===== config.mk =====
export PLATFORM = sky130hd
export DESIGN_NAME = mc_fetch_regs
export DESIGN_NICKNAME = d
export VERILOG_FILES = /design/src/rtl/mc_fetch_regs.sv
export SDC_FILE = /design/constraint.sdc
export NUM_CORES = 1
export LEC_CHECK = 0
export BUFFER_PORTS_ARGS = -buffer_cell sky130_fd_sc_hd__buf_2
export CAP_MARGIN = 5
export CORE_AREA = 3 3 205 207
export CTS_CLUSTER_DIAMETER = 50
export CTS_CLUSTER_SIZE = 30
export DETAILED_ROUTE_END_ITERATION = 7
export DIE_AREA = 0 0 208 210
export GPL_ROUTABILITY_DRIVEN = 0
export GPL_TIMING_DRIVEN = 1
export HOLD_SLACK_MARGIN = 0.12
export PLACE_DENSITY = 0.51
export SLEW_MARGIN = 20
export SYNTH_ARGS = -nofsm -noshare
export SYNTH_HDL_FRONTEND = slang
export SYNTH_SLANG_ARGS = --single-unit

===== constraint.sdc =====
create_clock -name clk -period 12 [get_ports clk]
set_input_delay 2.4 -clock clk [delete_from_list [all_inputs] [get_ports clk]]
set_output_delay 2.4 -clock clk [all_outputs]
set_load 0.1 [all_outputs]

===== src/rtl/mc_fetch_regs.sv =====
// Multicycle MIPS inter-cycle registers: PC, IR, MDR, A, B, ALUOut, plus
// PC-alignment fault capture and debug cycle/fetch counters.
module mc_fetch_regs #(
  parameter logic [31:0] RESET_PC = 32'h0000_3000
) (
  input  logic        clk,
  input  logic        rst,
  input  logic        pc_write,
  input  logic        ir_write,
  input  logic [1:0]  pc_source,
  input  logic        iord,
  input  logic [31:0] mem_rdata,
  input  logic [31:0] alu_result,
  input  logic [31:0] rf_rd1,
  input  logic [31:0] rf_rd2,
  input  logic        fault_clr,
  output logic [31:0] pc,
  output logic [31:0] ir,
  output logic [5:0]  op,
  output logic [5:0]  funct,
  output logic [4:0]  rs,
  output logic [4:0]  rt,
  output logic [4:0]  rd,
  output logic [4:0]  shamt,
  output logic [15:0] imm16,
  output logic [31:0] mdr,
  output logic [31:0] a_reg,
  output logic [31:0] b_reg,
  output logic [31:0] alu_out,
  output logic [31:0] mem_addr,
  output logic [31:0] mem_wdata,
  output logic        pc_fault,
  output logic [31:0] fault_pc,
  output logic [31:0] cycle_count,
  output logic [31:0] fetch_count
);

  logic [31:0] pc_q, pc_d;
  logic [31:0] ir_q, mdr_q, a_q, b_q, alu_out_q;
  logic [31:0] fault_pc_q, fault_pc_d;
  logic        pc_fault_q, pc_fault_d;
  logic [31:0] cycle_count_q, fetch_count_q;
  logic [31:0] npc;
  logic [31:0] jt;

  // Jump target uses the already-incremented PC and the current instruction.
  assign jt = {pc_q[31:28], ir_q[25:0], 2'b00};

  always_comb begin
    npc = alu_result;
    case (pc_source)
      2'd0: npc = alu_result;
      2'd1: npc = alu_out_q;
      2'd2: npc = jt;
      2'd3: npc = a_q;
      default: npc = alu_result;
    endcase
  end

  // A fault in the same cycle as fault_clr wins; otherwise only the first fault is kept.
  always_comb begin
    pc_d       = pc_q;
    pc_fault_d = pc_fault_q;
    fault_pc_d = fault_pc_q;
    if (fault_clr) begin
      pc_fault_d = 1'b0;
      fault_pc_d = 32'h0;
    end
    if (pc_write) begin
      pc_d = {npc[31:2], 2'b00};
      if (npc[1:0] != 2'b00) begin
        pc_fault_d = 1'b1;
        if (!pc_fault_q || fault_clr) fault_pc_d = npc;
      end
    end
  end

  always_ff @(posedge clk or posedge rst) begin
    if (rst) begin
      pc_q          <= RESET_PC;
      ir_q          <= 32'h0;
      mdr_q         <= 32'h0;
      a_q           <= 32'h0;
      b_q           <= 32'h0;
      alu_out_q     <= 32'h0;
      pc_fault_q    <= 1'b0;
      fault_pc_q    <= 32'h0;
      cycle_count_q <= 32'h0;
      fetch_count_q <= 32'h0;
    end else begin
      pc_q          <= pc_d;
      pc_fault_q    <= pc_fault_d;
      fault_pc_q    <= fault_pc_d;
      mdr_q         <= mem_rdata;
      a_q           <= rf_rd1;
      b_q           <= rf_rd2;
      alu_out_q     <= alu_result;
      cycle_count_q <= cycle_count_q + 32'd1;
      if (ir_write) begin
        ir_q          <= mem_rdata;
        fetch_count_q <= fetch_count_q + 32'd1;
      end
    end
  end

  assign pc          = pc_q;
  assign ir          = ir_q;
  assign op          = ir_q[31:26];
  assign rs          = ir_q[25:21];
  assign rt          = ir_q[20:16];
  assign rd          = ir_q[15:11];
  assign shamt       = ir_q[10:6];
  assign funct       = ir_q[5:0];
  assign imm16       = ir_q[15:0];
  assign mdr         = mdr_q;
  assign a_reg       = a_q;
  assign b_reg       = b_q;
  assign alu_out     = alu_out_q;
  assign mem_addr    = iord ? alu_out_q : pc_q;
  assign mem_wdata   = b_q;
  assign pc_fault    = pc_fault_q;
  assign fault_pc    = fault_pc_q;
  assign cycle_count = cycle_count_q;
  assign fetch_count = fetch_count_q;

endmodule

# == Word level (Yosys, flattened, before mapping) ==
# Index checks and enable logic that the tools add are counted.
# word_totals
reg_bits,287
inputBits,136
out_inout_bits,401
wordCells,28
# classes
n_addsub,2
n_eq_ne,3
n_mux,9
reduce_logical,4
# ops
op,count
$mux 32,5
$pmux 32 s4,1
$add 32x1->32 const B,2
$eq 2x2->1 const B,2
$mux 1,3
$eq 2x1->1 const B,1
$logic_not 2->1,1
$reduce_bool 2->1,1
$logic_not 1->1,1
$logic_or 1x1->1,1

# == Logic depth before layout (Yosys ltp) ==
# Gate-level depths: netlist (run 1).
# logic_depth
ltp_word,5
depth_mapped,6
depth_no_buf,5

# == Least setup slack after synthesis (run 1) ==
# Ideal clock, no wire load.
# synth_timing
kind,input port to output port
startpoint,input port iord
endpoint,output port mem_addr[0]
arrival_time_ns,3.694
t_required_ns,9.600
path_slack_ns,5.906
stages,3
path_buffers,2
path_cell_list,clkbuf_1 clkbuf_1 and2_1
# synth_between
elab_chain_cells,1
# synth_lines
element,line_no,source
from (decl),11,"input logic iord,"
$mux 32,119,assign mem_addr = iord ? alu_out_q : pc_q;
to (decl),30,"output logic [31:0] mem_addr,"
# Every way passes these cells.

# == Final worst setup path (run 1) ==
# layout_timing
startpoint,input port iord
endpoint,output port mem_addr[8]
# Same word-level chain as after synthesis.

==> results of run 1 <==
-- cell families after synthesis --
group                      count (synthesis)  synth area share [%]
AOI/OAI and AO/OA                         37                  3.11
xor gates and xnor gates                  61                  4.68
adders and majority gates                  2                 0.219
buffers and inverters                    123                  6.98
DFF                                      287                  63.0
muxes                                    125                  15.3
other                                      1                0.0329
and+or+nand+nor                          122                  6.72
-- worst max-delay path: stages --
cell	delay, ns
sky130_fd_sc_hd__buf_2	0.33
sky130_fd_sc_hd__buf_12	0.25
sky130_fd_sc_hd__mux2_2	0.36
sky130_fd_sc_hd__buf_2	0.29
-- routing by layer --
layer  part of all wire (%)  global-route usage (%)
met1                     42                    20.6
met2                     49                    26.4
met3                    7.1                    4.48
met4                    2.3                    5.21
met5                  0.069                       0
-- cells in the mapped netlist (5+ instances only) --
library cell,count,area [sq um]
sky130_fd_sc_hd__inv_1,8,30.0
sky130_fd_sc_hd__nand4_1,16,100
sky130_fd_sc_hd__mux2_2,94,1060
sky130_fd_sc_hd__nand3_1,21,105
sky130_fd_sc_hd__dfrtp_1,285,7130
sky130_fd_sc_hd__xor2_1,24,210
sky130_fd_sc_hd__a32o_1,32,320
sky130_fd_sc_hd__and2_1,9,56.3
sky130_fd_sc_hd__nand2_1,23,86.3
sky130_fd_sc_hd__and4_1,7,61.3
sky130_fd_sc_hd__nor2_1,8,30.0
sky130_fd_sc_hd__buf_1,5,18.8
sky130_fd_sc_hd__mux4_2,30,676
sky130_fd_sc_hd__nor3_1,9,45.0
sky130_fd_sc_hd__clkbuf_1,17,63.8
sky130_fd_sc_hd__buf_4,85,638
sky130_fd_sc_hd__buf_2,7,35.0
sky130_fd_sc_hd__and3_1,8,50.1
sky130_fd_sc_hd__xnor2_1,37,324
-- per-stage QoR --
| step | util [%] | power [mW] | setup slack, ns |
|---|---|---|---|
| after floorplan | - | 2.10 | 1.68 |
| after global placement | 34.7 | 2.28 | 5.67 |
| after detailed placement | 34.7 | 2.28 | 5.63 |
| after CTS | 38.0 | 3.50 | 5.63 |
| after global routing | 38.0 | 3.57 | 5.89 |
| final | 38.0 | 3.45 | 5.92 |
-- power by group through the flow --
stage          logic (mW)  registers [mW]  clock network, mW
3_3_place_gp         1.15            1.13                  0
6_report             1.14            1.12               1.19
2_1_floorplan       0.437            1.66                  0
4_1_cts              1.15            1.12               1.23
3_5_place_dp         1.15            1.13                  0
5_1_grt              1.17            1.13               1.27
-- final timing paths --
path | from | to
max in group asynchronous | rst | pc[14]$_DFFE_PP0P_
min | fetch_count[31]$_DFFE_PP0P_ | fetch_count[31]$_DFFE_PP0P_
min reg2reg | fetch_count[31]$_DFFE_PP0P_ | fetch_count[31]$_DFFE_PP0P_
min in group asynchronous | rst | b_reg[21]$_DFF_PP0_
max | iord | mem_addr[8]
max reg2reg | a_reg[1]$_DFF_PP0_ | fault_pc[3]$_DFF_PP0_
-- area by class of cell --
cell class	count	area, sq um	share of cell area (%)
clock buffer	53	1110	7.20
timing repair buffer	542	2750	17.8
clock inverter	17	234	1.52
inverter	8	37.5	0.243
sequential	287	7180	46.6
tap	532	666	4.31
antenna	1	2.50	0.0162
multi-input combinational	349	3450	22.3
==> run metrics, run 1 <==
HPWL after detailed placement=26.2 mm; Crit. End Element=output pin; final hold violation count=0; share of power burned in the clock network=34.5%; post-synth design cell area=11,400 sq um; DR pass1 iterations=4; worst slew slack as a fraction of its limit=29.5%; non-filler cells, final=1,789; crit path kind=input pin to output pin; Leakage=7.62 nW; Cells after Synth=758; Die X-Extent=208 um; number of nets still failing antenna checks after routing=0; fraction of final layout cells with drive strength greater than 1=59.6%; core outline area=40,600 sq um; Inst Count DP=1,717; final wirelength=36.1 mm; routed via count divided by cell count=4.50; max-slew violations=0; worst min-delay path category=register to register; latest clock arrival within the worst-skew pair=0.53 ns; internal portion of total power=1.96 mW; prevailing post-synth register cell=sky130_fd_sc_hd__dfrtp_1; global-route total usage across every layer=16.0%; final design instance area without fill=15,400 sq um; Netlist cell types=41; fraction of power spent switching nets=43.3%; net total in the final layout=1,364; path depth of the worst reg2reg path=4; most common library cell in the layout ignoring fill and taps=sky130_fd_sc_hd__buf_2; Max-Cap Viols=0; Max H-tree Level=2; Gates resized, CTS repair=0; buffers from clock root to sink, at most=3; number of sinks handled by clock tree synthesis=287; top library cells by usage in the layout, fill and taps aside=sky130_fd_sc_hd__buf_2 (534), sky130_fd_sc_hd__dfrtp_1 (285), sky130_fd_sc_hd__mux2_2 (94); Peak Freq=0.165 GHz; final hold slack=0.468 ns; synthesized flop and latch total=287; required time worst endpoint=9.60 ns; boundary pin count=537; Reg2Reg Setup Slack=9.73 ns; Post-CTS Hold Fix Bufs=0; signed area change from the synthesized netlist to the final layout=35.2%; CTS tree=built; total congestion overflow=0; final clock period utilization by the worst path=50.6%; wire length of the first global-routing pass=54.1 mm; area post-placement=14,100 sq um; final critical delay including setup and external delays=6.08 ns; maximum vdd ir drop=0.000148 V; die footprint=43,700 sq um; share of flip-flops with an asynchronous set or reset after synthesis=100%; largest net degree at the start of global routing=76; number of CTS-inserted buffers=38; Filler Cell Count=4,001; worst hold stages=1; initial cell density of the core=28.1%; total setup violations reported at the end of the flow=0; initial antenna violation count=3; clock-pin transition on the worst setup and hold timing paths=0.06 ns; initial detailed-routing violation count=349; sequential share of power=32.3%; number of post-CTS setup repair buffers=0; Via Count=8,043; die height=210 um; Syn Area/Cell=15.1 sq um; sequential element share of the synthesized area=63.0%; type of origin of the critical path=input pin; WL/cell=20.2 um; number of synthesis warnings=0; DRC violation count after routing=0; top fanout value on the critical path=23; Final Skew=0.0104 ns; via count of the first global-routing pass=8,361; # rows=74; transition time at the pin with the least slew margin=1.05 ns; setup repair after global routing missed its margin=false; cell at the root of the clock tree=sky130_fd_sc_hd__clkbuf_16; count of input and output buffers=534; number of enable-type register cells in the synthesized netlist=0; final total negative setup slack=0 ns; outcome=finished, final reports clean; Switch Pwr=1.49 mW; proportion of power drawn by combinational gates=33.1%; data arrival at the endpoint of the critical path=3.68 ns; PwrDens=224 nW/um^2
Power figures use the tool's default switching activity.
==> run 2: changes to the inputs <==
Settings changed: ABC_AREA set to 1, CORE_AREA 3 3 205 207 to 3 3 207 209, DIE_AREA 0 0 208 210 to 0 0 210 212, PLACE_DENSITY 0.51 to 0.55.
Clock period 12 ns to 5.49 ns, I/O delays scaled along.
==> run 2 against run 1 <==
- hold slack better by 0.032 ns
- critical path type unchanged
- highest routed layer is now met4
- clock-buffer cell count is 10 lower
- setup slack worse by 4.0 ns
- sequential power is 120% higher
- non-clock buffer count is 3 higher
- register-to-register slack worse by 6.4 ns
==> run metrics, run 2 <==
type of origin of the critical path=input pin; Buf+Inv Stages, Crit Path=2 (-1); reg-to-reg critical path startpoint=alu_out[1]$_DFF_PP0_; outcome=finished, final reports clean; number of sinks handled by clock tree synthesis=287 (unchanged); worst slew slack as a fraction of its limit=36.5% (+7.0 points); data arrival at the endpoint of the critical path=2.52 ns (-1.16 ns); Max-Cap Viols=0 (unchanged); initial antenna violation count=3 (unchanged); Cells after Synth=1,392 (+84%); post-synth design cell area=12,400 sq um (+8.4%); Syn Area/Cell=8.89 sq um (-41%); non-filler cells, final=2,400 (+34%); Die X-Extent=210 um (+0.96%); final wirelength=43.9 mm (+22%); Peak Freq=0.277 GHz; number of enable-type register cells in the synthesized netlist=0 (unchanged); buffers from clock root to sink, at most=3 (unchanged); maximum vdd ir drop=0.000577 V (+290%); WL/cell=18.3 um (-9.4%); PwrDens=442 nW/um^2 (+98%); latest clock arrival within the worst-skew pair=0.55 ns (+0.02 ns); top fanout value on the critical path=62 (+170%); share of flip-flops with an asynchronous set or reset after synthesis=100% (unchanged); cell breakdown of the critical path=buf_2 -> nand2_1 -> o21ai_0 -> buf_2; number of nets still failing antenna checks after routing=0 (unchanged); final critical delay including setup and external delays=3.61 ns; boundary pin count=537 (unchanged); routed via count divided by cell count=4.64 (+3.2%); top library cells by usage in the layout, fill and taps aside=sky130_fd_sc_hd__buf_2 (534), sky130_fd_sc_hd__nand2_1 (416), sky130_fd_sc_hd__dfrtp_1 (285); Via Count=11,135 (+38%); Reg2Reg Setup Slack=3.32 ns (-6.41 ns); number of synthesis warnings=0 (unchanged); cell at the root of the clock tree=sky130_fd_sc_hd__clkbuf_16; Netlist cell types=26 (-37%); die height=212 um (+0.95%); final total negative setup slack=0 ns (unchanged); worst min-delay path category=register to register; Final Skew=0.0155 ns (+0.00518 ns); setup repair after global routing missed its margin=false; leading cell types by total area after synthesis=sky130_fd_sc_hd__dfrtp_1 (58%), sky130_fd_sc_hd__nand2_1 (13%), sky130_fd_sc_hd__buf_4 (5.2%), sky130_fd_sc_hd__nand3_1 (5.0%), sky130_fd_sc_hd__nand4_1 (3.7%); initial cell density of the core=30.2% (+2.0 points); clock-pin transition on the worst setup and hold timing paths=0.06 ns (about the same); path depth of the worst reg2reg path=7 (+3); Inst Count DP=2,327 (+36%); most common library cell in the layout ignoring fill and taps=sky130_fd_sc_hd__buf_2; R2R Path End=fault_pc[2]$_DFF_PP0_; Leakage=8.57 nW (+12%); Critical Path Max Stage Delay=0.68 ns (+0.32 ns); DRC violation count after routing=0 (unchanged); prevailing post-synth register cell=sky130_fd_sc_hd__dfrtp_1; synthesized flop and latch total=287 (unchanged); crit path kind=input pin to output pin; final hold violation count=0 (unchanged); CP delay by family, top=buffers and inverters; global-route total usage across every layer=19.0% (+2.9 points); capturing instance or port of the critical path=mem_addr[24]; Crit. End Element=output pin; sequential element share of the synthesized area=58.1% (-4.9 points); transition time at the pin with the least slew margin=0.953 ns (-0.101 ns); number of CTS-inserted buffers=38 (unchanged); critical-path cell with the highest stage delay=sky130_fd_sc_hd__buf_2; # rows=74 (unchanged); via count of the first global-routing pass=10,866 (+30%); wire length of the first global-routing pass=65.5 mm (+21%); die footprint=44,500 sq um (+1.9%); launch point of the critical path=iord; final clock period utilization by the worst path=65.8%; synth cell count leaders=sky130_fd_sc_hd__nand2_1 (416), sky130_fd_sc_hd__dfrtp_1 (285), sky130_fd_sc_hd__nand3_1 (124), sky130_fd_sc_hd__inv_1 (111), sky130_fd_sc_hd__nor2_1 (104); required time worst endpoint=4.39 ns (-5.21 ns); max-slew violations=0 (unchanged); CTS tree=built; HPWL after detailed placement=32.7 mm (+25%); largest net degree at the start of global routing=163 (+110%); CP most frequent cell=sky130_fd_sc_hd__buf_2; initial detailed-routing violation count=792 (+130%); DR pass1 iterations=7 (+3); cell count along the critical path=4 (unchanged); Post-CTS Hold Fix Bufs=0 (unchanged); core outline area=41,000 sq um (+1.1%); total setup violations reported at the end of the flow=0 (unchanged); net total in the final layout=1,973 (+45%); number of post-CTS setup repair buffers=0 (unchanged); Gates resized, CTS repair=0 (unchanged); cell with the most instances after synthesis=sky130_fd_sc_hd__nand2_1; Max H-tree Level=2 (unchanged); area share of the largest cell type after synthesis=57.7% (-4.8 points); signed area change from the synthesized netlist to the final layout=31.5%; total congestion overflow=0 (unchanged); most area-hungry cell type in the Yosys netlist=sky130_fd_sc_hd__dfrtp_1; count of input and output buffers=534 (unchanged); fraction of final layout cells with drive strength greater than 1=33.6% (-26 points)
==> run 2: cell count changes after synthesis, moves of 13 or more <==
cell	previous run	this run
sky130_fd_sc_hd__o21ai_0	1	61
sky130_fd_sc_hd__nand4_1	16	74
sky130_fd_sc_hd__xnor2_1	37	10
sky130_fd_sc_hd__inv_1	8	111
sky130_fd_sc_hd__clkbuf_1	17	34
sky130_fd_sc_hd__nand3b_1	0	13
sky130_fd_sc_hd__nor2_1	8	104
sky130_fd_sc_hd__mux4_2	30	0
sky130_fd_sc_hd__a32o_1	32	0
sky130_fd_sc_hd__nand2_1	23	416
sky130_fd_sc_hd__nand3_1	21	124
sky130_fd_sc_hd__mux2_2	94	0
==> run 2: worst min path at each step <==
stage          depth (start not counted)                         to                       from
6_report                               2  cycle_count[31]$_DFF_PP0_  cycle_count[31]$_DFF_PP0_
5_1_grt                                2  cycle_count[31]$_DFF_PP0_  cycle_count[31]$_DFF_PP0_
4_1_cts                                2  cycle_count[31]$_DFF_PP0_  cycle_count[31]$_DFF_PP0_
3_5_place_dp                           2  cycle_count[31]$_DFF_PP0_  cycle_count[31]$_DFF_PP0_
3_3_place_gp                           2  cycle_count[31]$_DFF_PP0_  cycle_count[31]$_DFF_PP0_
2_1_floorplan                          2         pc[12]$_DFFE_PP1P_         pc[12]$_DFFE_PP1P_
==> run 2: area by class of cell <==
cell class              instances  area [sq um]
fillers                      4221         24700
flip-flops and latches        287          7180
multi-input cells             849          3880
repair buffers                545          2780
clock buffers                  43          1040
well taps                     532           666
inverters                     114           432
clock inverters                27           273
diodes                          3          7.51
==> run 2: tightest hold or removal path, cell delays in order (launching register included) <==
cell and delay (ns):
sky130_fd_sc_hd__dfrtp_1 0.36, sky130_fd_sc_hd__nand2_1 0.06, sky130_fd_sc_hd__nand2_1 0.04
==> run 2: metal layers <==
metal | GRT usage (%) | wire (um)
met5 | 0 | 0
met4 | 6.28 | 1010
met3 | 3.81 | 2610
met2 | 31.1 | 21200
met1 | 25.3 | 19000
==> run 2: through the flow <==
stage / area, sq um / worst slack (ns) / hold WS [ns] / util (%) / power [mW]
floorplan: 12400 / 0.588 / 0.712 / - / 4.32
global placement: 14900 / 1.83 / 0.480 / 36.4 / 4.69
detailed placement: 14900 / 1.72 / 0.491 / 36.4 / 4.70
CTS: 16300 / 1.86 / 0.505 / 39.6 / 7.28
global route: 16300 / 1.71 / 0.521 / 39.7 / 7.46
finish: 16300 / 1.88 / 0.500 / 39.7 / 7.20
==> run 2: logic make-up after synthesis <==
kind of cell    count (synthesis)  share of synthesized area [%]
simple gates                  749                           26.2
flops                         287                           58.1
buf+inv                       257                           10.6
compound gates                 62                           2.51
xor+xnor                       34                           2.41
fa+ha+maj                       2                          0.202
other cells                     1                         0.0303
==> run 2: power breakdown <==
part | internal (mW) | leakage (nW) | switching, mW | total, mW
Clock | 1.47 | 0.642 | 1.07 | 2.54
Combinational | 0.274 | 4.38 | 1.98 | 2.25
Sequential | 2.26 | 3.55 | 0.144 | 2.41
Total | 4.01 | 8.57 | 3.19 | 7.20
